File: src/rtl/vmx_isa_dispatcher.sv
// ISA command dispatcher: pops one instruction, rebases its address, issues a DMA
// command or runs a fixed-length multiply, and retires one instruction at a time.
module vmx_isa_dispatcher #(
   parameter int unsigned ADDR_W     = 22,
   parameter int unsigned LEN_W      = 8,
   parameter int unsigned LOAD_LEN   = 4,
   parameter int unsigned STORE_LEN  = 8,
   parameter int unsigned MUL_CYCLES = 3,
   parameter int unsigned CNT_W      = 16
) (
   input  logic                      CLK,
   input  logic                      RST_N,
   input  logic [31:0]               ISA_FIFO_DATA,
   input  logic                      ISA_FIFO_EMPTY,
   output logic                      ISA_FIFO_RDEN,
   input  logic [ADDR_W-1:0]         BASE_ADDRESS,
   input  logic                      BASE_WE,
   output logic                      DMA_CMD_VALID,
   input  logic                      DMA_CMD_READY,
   output logic [2+ADDR_W+LEN_W-1:0] DMA_CMD,
   input  logic                      DMA_DONE,
   output logic                      MUL_START,
   output logic                      BUSY,
   output logic                      ERR_ILLEGAL,
   output logic                      ADDR_OVF,
   output logic                      INSTR_DONE,
   output logic [CNT_W-1:0]          INSTR_COUNT
);

   localparam int unsigned MC_W = (MUL_CYCLES > 1) ? $clog2(MUL_CYCLES) : 1;

   typedef enum logic [2:0] {S_IDLE, S_ISSUE, S_WAIT, S_MUL, S_ERR} state_t;

   state_t                      state_q;
   logic [MC_W-1:0]             mul_cnt_q;
   logic [ADDR_W-1:0]           base_q;
   logic                        valid_q;
   logic [2+ADDR_W+LEN_W-1:0]   cmd_q;
   logic                        mul_start_q;
   logic                        err_q;
   logic                        ovf_q;
   logic [CNT_W-1:0]            count_q;

   logic [1:0]                  op;
   logic [ADDR_W-1:0]           addr_fld;
   logic [LEN_W-1:0]            len_fld;
   logic [ADDR_W:0]             sum;
   logic [LEN_W-1:0]            len_eff;
   logic                        pop;
   logic                        retire;

   assign op       = ISA_FIFO_DATA[31:30];
   assign addr_fld = ISA_FIFO_DATA[ADDR_W-1:0];
   assign len_fld  = ISA_FIFO_DATA[ADDR_W+LEN_W-1:ADDR_W];
   assign sum      = {1'b0, addr_fld} + {1'b0, base_q};
   assign len_eff  = (len_fld != '0) ? len_fld :
                     ((op == 2'b11) ? LEN_W'(LOAD_LEN) : LEN_W'(STORE_LEN));

   // Gated by RST_N so the pop strobe is also forced low while reset is held.
   assign pop    = RST_N && (state_q == S_IDLE) && !ISA_FIFO_EMPTY;
   assign retire = ((state_q == S_WAIT) && DMA_DONE) ||
                   ((state_q == S_MUL) && (mul_cnt_q == '0));

   assign ISA_FIFO_RDEN = pop;
   assign INSTR_DONE    = retire;
   assign BUSY          = (state_q != S_IDLE);
   assign DMA_CMD_VALID = valid_q;
   assign DMA_CMD       = cmd_q;
   assign MUL_START     = mul_start_q;
   assign ERR_ILLEGAL   = err_q;
   assign ADDR_OVF      = ovf_q;
   assign INSTR_COUNT   = count_q;

   always_ff @(posedge CLK or negedge RST_N) begin
      if (!RST_N) begin
         state_q     <= S_IDLE;
         mul_cnt_q   <= '0;
         base_q      <= '0;
         valid_q     <= 1'b0;
         cmd_q       <= '0;
         mul_start_q <= 1'b0;
         err_q       <= 1'b0;
         ovf_q       <= 1'b0;
         count_q     <= '0;
      end else begin
         mul_start_q <= 1'b0;
         err_q       <= 1'b0;
         if (BASE_WE) base_q <= BASE_ADDRESS;
         case (state_q)
            S_IDLE: begin
               if (pop) begin
                  case (op)
                     2'b11, 2'b10: begin
                        state_q <= S_ISSUE;
                        valid_q <= 1'b1;
                        cmd_q   <= {op, sum[ADDR_W-1:0], len_eff};
                        if (sum[ADDR_W]) ovf_q <= 1'b1;
                     end
                     2'b01: begin
                        state_q     <= S_MUL;
                        mul_start_q <= 1'b1;
                        mul_cnt_q   <= MC_W'(MUL_CYCLES - 1);
                     end
                     default: begin
                        state_q <= S_ERR;
                        err_q   <= 1'b1;
                     end
                  endcase
               end
            end
            S_ISSUE: begin
               if (DMA_CMD_READY) begin
                  valid_q <= 1'b0;
                  state_q <= S_WAIT;
               end
            end
            S_WAIT: begin
               if (DMA_DONE) state_q <= S_IDLE;
            end
            S_MUL: begin
               if (mul_cnt_q == '0) state_q <= S_IDLE;
               else mul_cnt_q <= mul_cnt_q - 1'b1;
            end
            S_ERR: state_q <= S_IDLE;
            default: state_q <= S_IDLE;
         endcase
         if (retire) count_q <= count_q + 1'b1;
      end
   end

endmodule
File: config.mk
export PLATFORM = sky130hd
export DESIGN_NAME = vmx_isa_dispatcher
export DESIGN_NICKNAME = d
export VERILOG_FILES = /design/src/rtl/vmx_isa_dispatcher.sv
export SDC_FILE = /design/constraint.sdc
export NUM_CORES = 1
export LEC_CHECK = 0
export ABC_AREA = 1
export BUFFER_PORTS_ARGS = -buffer_cell sky130_fd_sc_hd__clkbuf_2
export CAP_MARGIN = 5
export CORE_ASPECT_RATIO = 0.5
export CORE_UTILIZATION = 50
export DETAILED_ROUTE_END_ITERATION = 10
export GPL_TIMING_DRIVEN = 0
export PLACE_DENSITY = 0.81
export SYNTH_ARGS = -nofsm -noshare
export SYNTH_HDL_FRONTEND = slang
export SYNTH_SLANG_ARGS = --single-unit
File: constraint.sdc
create_clock -name CLK -period 4.5 [get_ports CLK]
set_clock_uncertainty 0.05 [all_clocks]
set_input_delay 1.125 -clock CLK [delete_from_list [all_inputs] [get_ports CLK]]
set_output_delay 1.125 -clock CLK [all_outputs]
set_load 0.01 [all_outputs]
; ---- After elaboration in Yosys (flattened, before gate mapping)
; Cells that the tools add are included.
[classes]
add_sub_neg = 3
eq_ne = 13
mux = 22
n_reduce_logical = 19
[ops]
columns = operator, count
row1 = adder 22 x 22 -> 23 bit, 1
row2 = adder 16 x 1 -> 16 bit (second input constant), 1
row3 = AND reduction 4 bit, 4
row4 = 2-to-1 mux 3 bit, 4
row5 = case mux 3 bit (4 select lines), 1
row6 = 2-to-1 mux 1 bit, 9
row7 = 2-to-1 mux 8 bit, 1
row8 = != test 2 bit (second input constant), 4
row9 = nonzero test 8 bit, 1
row10 = equality test 3 x 2 -> 1 bit (second input constant), 2
row11 = 2-to-1 mux 2 bit, 3
row12 = != test 2 x 1 -> 1 bit (second input constant), 3
row13 = case mux 3 bit (2 select lines), 1
row14 = equality test 2 bit (second input constant), 2
row15 = logical AND 1 bit, 4
row16 = 2-to-1 mux 4 bit, 1
row17 = case mux 2 bit (2 select lines), 1
row18 = nonzero test 2 bit, 2
row19 = equality test 3 x 1 -> 1 bit (second input constant), 1
row20 = zero test 3 bit, 1
row21 = AND reduction 3 bit, 1
row22 = nonzero test 3 bit, 1
row23 = OR reduction 3 bit, 1
row24 = equality test 2 x 1 -> 1 bit (second input constant), 1
row25 = other kinds (6), 6
[word_totals]
regBits = 79
input_bits = 60
wordCells = 66

; ---- Logic depth before layout (Yosys ltp)
; Gate-level depths: netlist of the first run.
[depth]
word_depth = 5
mapped_depth = 14

; ---- Worst setup path after synthesis of the first run
; Ideal clock, no wire load.
[synth_timing]
path_type = input -> output
startpoint = in DMA_DONE
endpoint = out INSTR_DONE
arrival_time_ps = 1468
setup_slack_ps = 1857
stages = 3
n_path_buf = 1
path_cell_list = nand4_1 nand2_2 buf_6
[synth_via]
elab_chain_len = 2
[synth_rtl]
columns = element, line_no
row1 = "start, declared", 21  ; input logic DMA_DONE,
row2 = logical AND 1 bit, 61  ; assign retire = ((state_q == S_WAIT) && DMA_DONE) ||
row3 = logical OR 1 bit, 61
row4 = "end, declared", 26  ; output logic INSTR_DONE,
; Every way passes these cells.

; ---- Worst setup path after layout of the first run
[layout_timing]
startpoint = in RST_N
endpoint = out ISA_FIFO_RDEN
[layout_via]
elab_chain_len = 2
[layout_rtl]
columns = element, line_no
row1 = "start, declared", 12  ; input logic RST_N,
row2 = logical AND 1 bit (2 in series), 60  ; assign pop = RST_N && (state_q == S_IDLE) && !ISA_FIFO_EMPTY;
row3 = "end, declared", 15  ; output logic ISA_FIFO_RDEN,
; Every way passes these cells.

==> flow_summary_export.csv, run 1 <==
group,metric,value,unit
power,pwr_density_cell,477.7,nW/um2
job,maxCapViolations,0,
synth,postSynthCellCount,625,
placement,io_buffers,114,
sta,finalSetupViolCount,0,
clock_tree,cts.repair.resized,0,
clock_tree,hold_buffers,0,
sta,slew_violations,0,
synth,yosysUniqueCellTypes,35,
power,leakagePower,3.268,nW
sta,tightest_slew,0.6348,ns
synth,yosysMostFrequentCell,"nand2_1",
clock_tree,cts_tree,"yes",
clock_tree,htreeDepth,3,
detailed_routing,drtPass1Iterations,5,
sta,final-hold-violation-count,0,
setup_path,r2r_slack,2.34,ns
die,die_y,71.60,um
clock_tree,numCtsBuffers,9,
setup_path,cp.arrival,2.29,ns
detailed_routing,drt-vias-per-instance,4.920,
setup_path,cp-start-kind,"input pin",
clock_tree,cts_setup_buffers,0,
synth,synth_area,4843,um2
sta,setup_slack,1.036,ns
die,row_count,24,
die,core-area,9039,um2
setup_path,slowest_delay,0.31,ns
setup_path,path_class,"in -> out",
synth,yosysTopAreaCell,"dfrtp_1",
detailed_routing,ant_nets,0,
synth,synthesis.nets,710,
synth,seq_area_frac_synth,40.82,%
synth,yosysWarnings,0,
synth,yosys-top-cells-count,"nand2_1 (207), inv_1 (90), dfrtp_1 (79), nand3_1 (37), nor2_1 (37)",
setup_path,cp_cell_sequence,"clkbuf_4 -> buf_16 -> nand2_1 -> nor2_8 -> clkbuf_2",
detailed_routing,drc,0,
cells_and_area,insertedDiodeCount,0,
clock_tree,insertion_delay,0.34,ns
detailed_routing,wire_per_inst,12.72,um
placement,place_inst,870,
global_route,grt_pass1_wl,19100,um
power,total_power,2.823,mW
cells_and_area,fillCellCount,793,
power,peakVddDrop,234.8,uV
setup_path,crit_required,3.32,ns
clock_tree,clock_sinks,79,
die,die_width,141.2,um
sta,period_needed,3.464,ns
setup_path,slowest_stage,"buf_16",
global_route,grt_pass1_vias,4158,
global_route,overflow,0,
clock_tree,path_clk_slew,0.06,ns
synth,postSynth.asyncResetShare,100.0,%
synth,ys_ff_latch,79,
worst_hold_path,hp-class,"reg -> reg",
synth,synthFlopType,"dfrtp_1",
die,io_pins,115,
setup_path,path_buf_inv,3,
synth,yosysTopAreaCellShare,40.82,%
die,start_util,53.59,%
cells_and_area,finalInstanceArea,5911,um2
clock_tree,cts.path.max_buffers,2,
synth,synth_area_leaders,"dfrtp_1 (41%), nand2_1 (16%), inv_1 (7.0%), ha_1 (6.2%), mux2_2 (4.9%)",
cells_and_area,stdcell_count,886,
sta,max_freq,288.7,MHz
placement,place_worst_setup_slack,0.9945,ns
synth,avgSynthCellArea,7.749,um2
synth,synth_edf_count,0,
global_route,grt_use_total,24.33,%
cells_and_area,syn_to_final_growth,22.04,%
setup_path,end_kind,"primary output",
sta,rsz0062_at_grt,"no",
detailed_routing,first_iter_violations,197,
sta,worst_slew_margin_rel,57.68,%
cells_and_area,drive_gt1_share,23.68,%
status,status,"finished, final reports clean",
clock_tree,root_buffer,"clkbuf_16",
placement,place_congestion,0.8803,
setup_path,critPathMaxFanout,61,
cells_and_area,fin_util,65.39,%
sta,setup_tns,0,ns
die,dieArea,10110,um2
placement,dp_hpwl,8884,um
placement,dpl-instance-area,5607,um2
setup_path,crit_family,"buffers and inverters",
sta,hold_slack,0.4121,ns
cells_and_area,nets,836,
detailed_routing,vias,4359,
sta,period_share,76.97,%
global_route,grt_max_degree,62,
detailed_routing,drt_wl_total,11270,um
global_route,antenna_found_initial,0,
## per-layer routing
layer  GRT usage (%)  part of all wire [%]  up-vias
met5               0                     0        -
met4           7.005                   1.1        0
met3           5.147                   5.0       11
met2           39.82                    45      126
met1           32.93                    49     1983
li1                -                     -     2239
## power by group
group          switching [mW]  internal (mW)
registers               0.140          0.919
logic                   0.612          0.407
clock network           0.310          0.436
total                    1.06           1.76
## final cells by class
cell class	instances	area [um2]	share of cell area, %
Buffer	9	61.31	1.037
Clock buffer	9	225.2	3.810
Clock inverter	7	78.83	1.334
Inverter	92	345.3	5.843
Multi-Input combinational cell	445	2460	41.62
Sequential cell	79	1977	33.45
Tap cell	130	162.7	2.752
Timing Repair Buffer	115	600.6	10.16
## worst min-delay path, stage by stage, from the launching register on
cell and delay [ns]:
dfrtp_1 0.34, inv_1 0.04, nand2_1 0.05
## state kept, by name, summed over array words and instances (netlist names)
name	flops
MUL_START	1
DMA_CMD_VALID	1
ADDR_OVF	1
DMA_CMD	32
mul_cnt_q	2
base_q	22
INSTR_COUNT	16
state_q	3
ERR_ILLEGAL	1
## kinds of logic after synthesis
kind of cell               count (synthesis)  share of synthesized area, %
xor gates and xnor gates                  21                         3.798
adders and majority gates                 25                         6.613
muxes                                     21                         4.883
DFF                                       79                         40.82
and+or+nand+nor                          329                         30.17
AOI/OAI and AO/OA                         49                         5.322
buffers and inverters                    101                         8.396
## worst paths after layout
check	startpoint	endpoint	cells past startpoint
max in group asynchronous	RST_N	INSTR_COUNT[12]	2
min in group asynchronous	RST_N	base_q[6]	1
setup / recovery	RST_N	ISA_FIFO_RDEN	5
hold / removal	ADDR_OVF	ADDR_OVF	2
setup reg to reg	base_q[0]	DMA_CMD[22]	13
hold reg to reg	ADDR_OVF	ADDR_OVF	2
## cell usage in the layout, fill, tap and decap left out, drive strengths merged, types with 12 or more instances in the layout
cell / instances
inv: 94
nor3: 12
xor2: 13
a21oi: 16
ha: 24
nand3: 39
nor2: 43
o21ai: 26
clkbuf: 125
nand2: 212
mux2: 21
dfrtp: 79
(Power assumes the default switching activity.)
==> run 2: changes to the inputs <==
--- a/config.mk
+++ b/config.mk
@@ -9,10 +9,10 @@
 export BUFFER_PORTS_ARGS = -buffer_cell sky130_fd_sc_hd__clkbuf_2
 export CAP_MARGIN = 5
 export CORE_ASPECT_RATIO = 0.5
-export CORE_UTILIZATION = 50
+export CORE_UTILIZATION = 49
 export DETAILED_ROUTE_END_ITERATION = 10
 export GPL_TIMING_DRIVEN = 0
-export PLACE_DENSITY = 0.81
+export PLACE_DENSITY = 0.83
 export SYNTH_ARGS = -nofsm -noshare
 export SYNTH_HDL_FRONTEND = slang
 export SYNTH_SLANG_ARGS = --single-unit
==> constraint.sdc (replaced) <==
create_clock -name CLK -period 2.92 [get_ports CLK]
set_clock_uncertainty 0.05 [all_clocks]
set_input_delay 0.73 -clock CLK [delete_from_list [all_inputs] [get_ports CLK]]
set_output_delay 0.73 -clock CLK [all_outputs]
set_load 0.01 [all_outputs]
==> run 2 against run 1 <==
Combinational power is 54% higher. First-iteration DRC count increased by 47%. Routed wire length fell by 0.62%. Global-route usage is 0.94 points lower. Via count is 0.28% lower. Register-to-register slack worse by 1.5 ns. Sequential power is 54% higher. Total power rose by 57%. Die area is 2.0% higher. Cell area increased by 0.61%. Utilization down 2.9 points.
==> flow_summary_export.csv, run 2 (synthesized netlist as in run 1, its figures left out) <==
group,metric,value,unit
global_route,antenna_found_initial,0,
placement,place_worst_setup_slack,0.3962,ns
cells_and_area,fillCellCount,862,
setup_path,end_kind,"primary output",
sta,period_share,83.51,%
setup_path,critPathMaxFanout,28,
sta,hold_slack,0.2953,ns
clock_tree,insertion_delay,0.34,ns
power,seqPwrFrac,36.7,%
sta,rsz0062_at_grt,"no",
setup_path,slowest_delay,0.37,ns
clock_tree,hold_buffers,0,
power,pwr-share-clk,27.9,%
die,dieArea,10310,um2
clock_tree,cts_setup_buffers,0,
detailed_routing,vias,4347,
power,peakVddDrop,347.1,uV
cells_and_area,largest_reg_flops,32,
die,core-area,9509,um2
die,row_count,25,
die,io_pins,115,
cells_and_area,regArea,1977,um2
sta,slew_violations,0,
cells_and_area,final_common_cell,"nand2_1",
sta,finalSetupViolCount,0,
setup_path,r2r_slack,0.83,ns
sta,worst_slew_margin_rel,60.63,%
power,pwr_density_cell,747.5,nW/um2
die,start_util,50.93,%
cells_and_area,layout_common_cells,"nand2_1 (207), clkbuf_2 (113), inv_1 (90), dfrtp_1 (79)",
power,leakagePower,3.281,nW
sta,setup_slack,0.4816,ns
detailed_routing,wire_per_inst,12.57,um
die,die_y,72.30,um
detailed_routing,drt-vias-per-instance,4.879,
cells_and_area,multi_input_area,2460,um2
power,total_power,4.445,mW
global_route,use_met2,38.29,%
cells_and_area,insertedDiodeCount,0,
cells_and_area,drive_gt1_share,23.54,%
power,swShare,36.09,%
power,p_int,2.841,mW
setup_path,path_buf_inv,2,
global_route,grt_pass1_wl,18610,um
clock_tree,cts.repair.resized,0,
cells_and_area,syn_to_final_growth,22.78,%
detailed_routing,drc,0,
status,status,"finished, final reports clean",
global_route,top_usage_layer,"met2",
setup_path,cp_cell_sequence,"clkbuf_4 -> nand2_1 -> nor2_8 -> clkbuf_2",
detailed_routing,first_iter_violations,289,
die,die_width,142.6,um
placement,dp_hpwl,8909,um
clock_tree,htreeDepth,3,
global_route,grt_max_degree,54,
global_route,overflow,0,
placement,io_buffers,114,
sta,tightest_slew,0.5906,ns
global_route,gr-usage-met1,31.68,%
global_route,grt_use_total,23.39,%
power,p_comb_share,35.4,%
detailed_routing,ant_nets,0,
clock_tree,numCtsBuffers,9,
setup_path,crit_family,"buffers and inverters",
sta,final-hold-violation-count,0,
sta,max_freq,410.1,MHz
setup_path,cp.arrival,1.66,ns
cells_and_area,nets,836,
detailed_routing,drtPass1Iterations,4,
global_route,grt_util_met3,4.422,%
setup_path,path_class,"in -> out",
power,switching_power,1.605,mW
setup_path,cp-start-kind,"input pin",
setup_path,crit_required,2.14,ns
setup_path,slowest_stage,"clkbuf_4",
clock_tree,cts_tree,"yes",
global_route,grt_pass1_vias,4084,
worst_hold_path,hp-class,"in -> async",
clock_tree,path_clk_slew,0.06,ns
placement,place_congestion,0.8839,
clock_tree,cts.path.max_buffers,2,
job,maxCapViolations,0,
sta,period_needed,2.438,ns
detailed_routing,drt_wl_total,11200,um
clock_tree,clock_sinks,79,
clock_tree,root_buffer,"clkbuf_16",
run 2: layout make-up:
cell class	instances	area share (%)
plain buffers	9	1.031
clock buffers	12	4.313
clock inverters	4	1.304
inverters	92	5.807
multi-input cells	445	41.36
flip-flops and latches	79	33.24
well taps	135	2.840
repair buffers	115	10.10
run 2: final timing paths:
check,cells past startpoint,endpoint,start
setup / recovery,4,ISA_FIFO_RDEN,RST_N
hold / removal,1,INSTR_COUNT[8],RST_N
setup reg to reg,13,DMA_CMD[22],base_q[0]
hold reg to reg,1,DMA_CMD[31],DMA_CMD[31]
max in group asynchronous,2,base_q[4],RST_N
min in group CLK,1,DMA_CMD[31],DMA_CMD[31]
run 2: metal layers:
metal | wire, um | part of all wire [%]
met1 | 5563 | 50
met2 | 5049 | 45
met3 | 457 | 4.1
met4 | 131 | 1.2
met5 | 0 | 0
run 2: power by group through the flow:
stage / Combinational, mW / Sequential, mW / Clock [mW]
final: 1.57 / 1.63 / 1.24
after CTS: 1.58 / 1.63 / 1.26
after global routing: 1.77 / 1.67 / 1.31
after global placement: 1.53 / 1.63 / 0
after floorplan: 0.886 / 1.74 / 0
after detailed placement: 1.57 / 1.65 / 0
run 2: through the flow:
stage	util, %	instances	instance area (um2)	setup TNS, ns
floorplan	-	625	4843	0
global placement	58.71	874	5583	-31.64
detailed placement	59.03	875	5613	0
CTS	62.54	891	5947	0
global route	62.54	891	5947	0
finish	62.54	891	5947	0
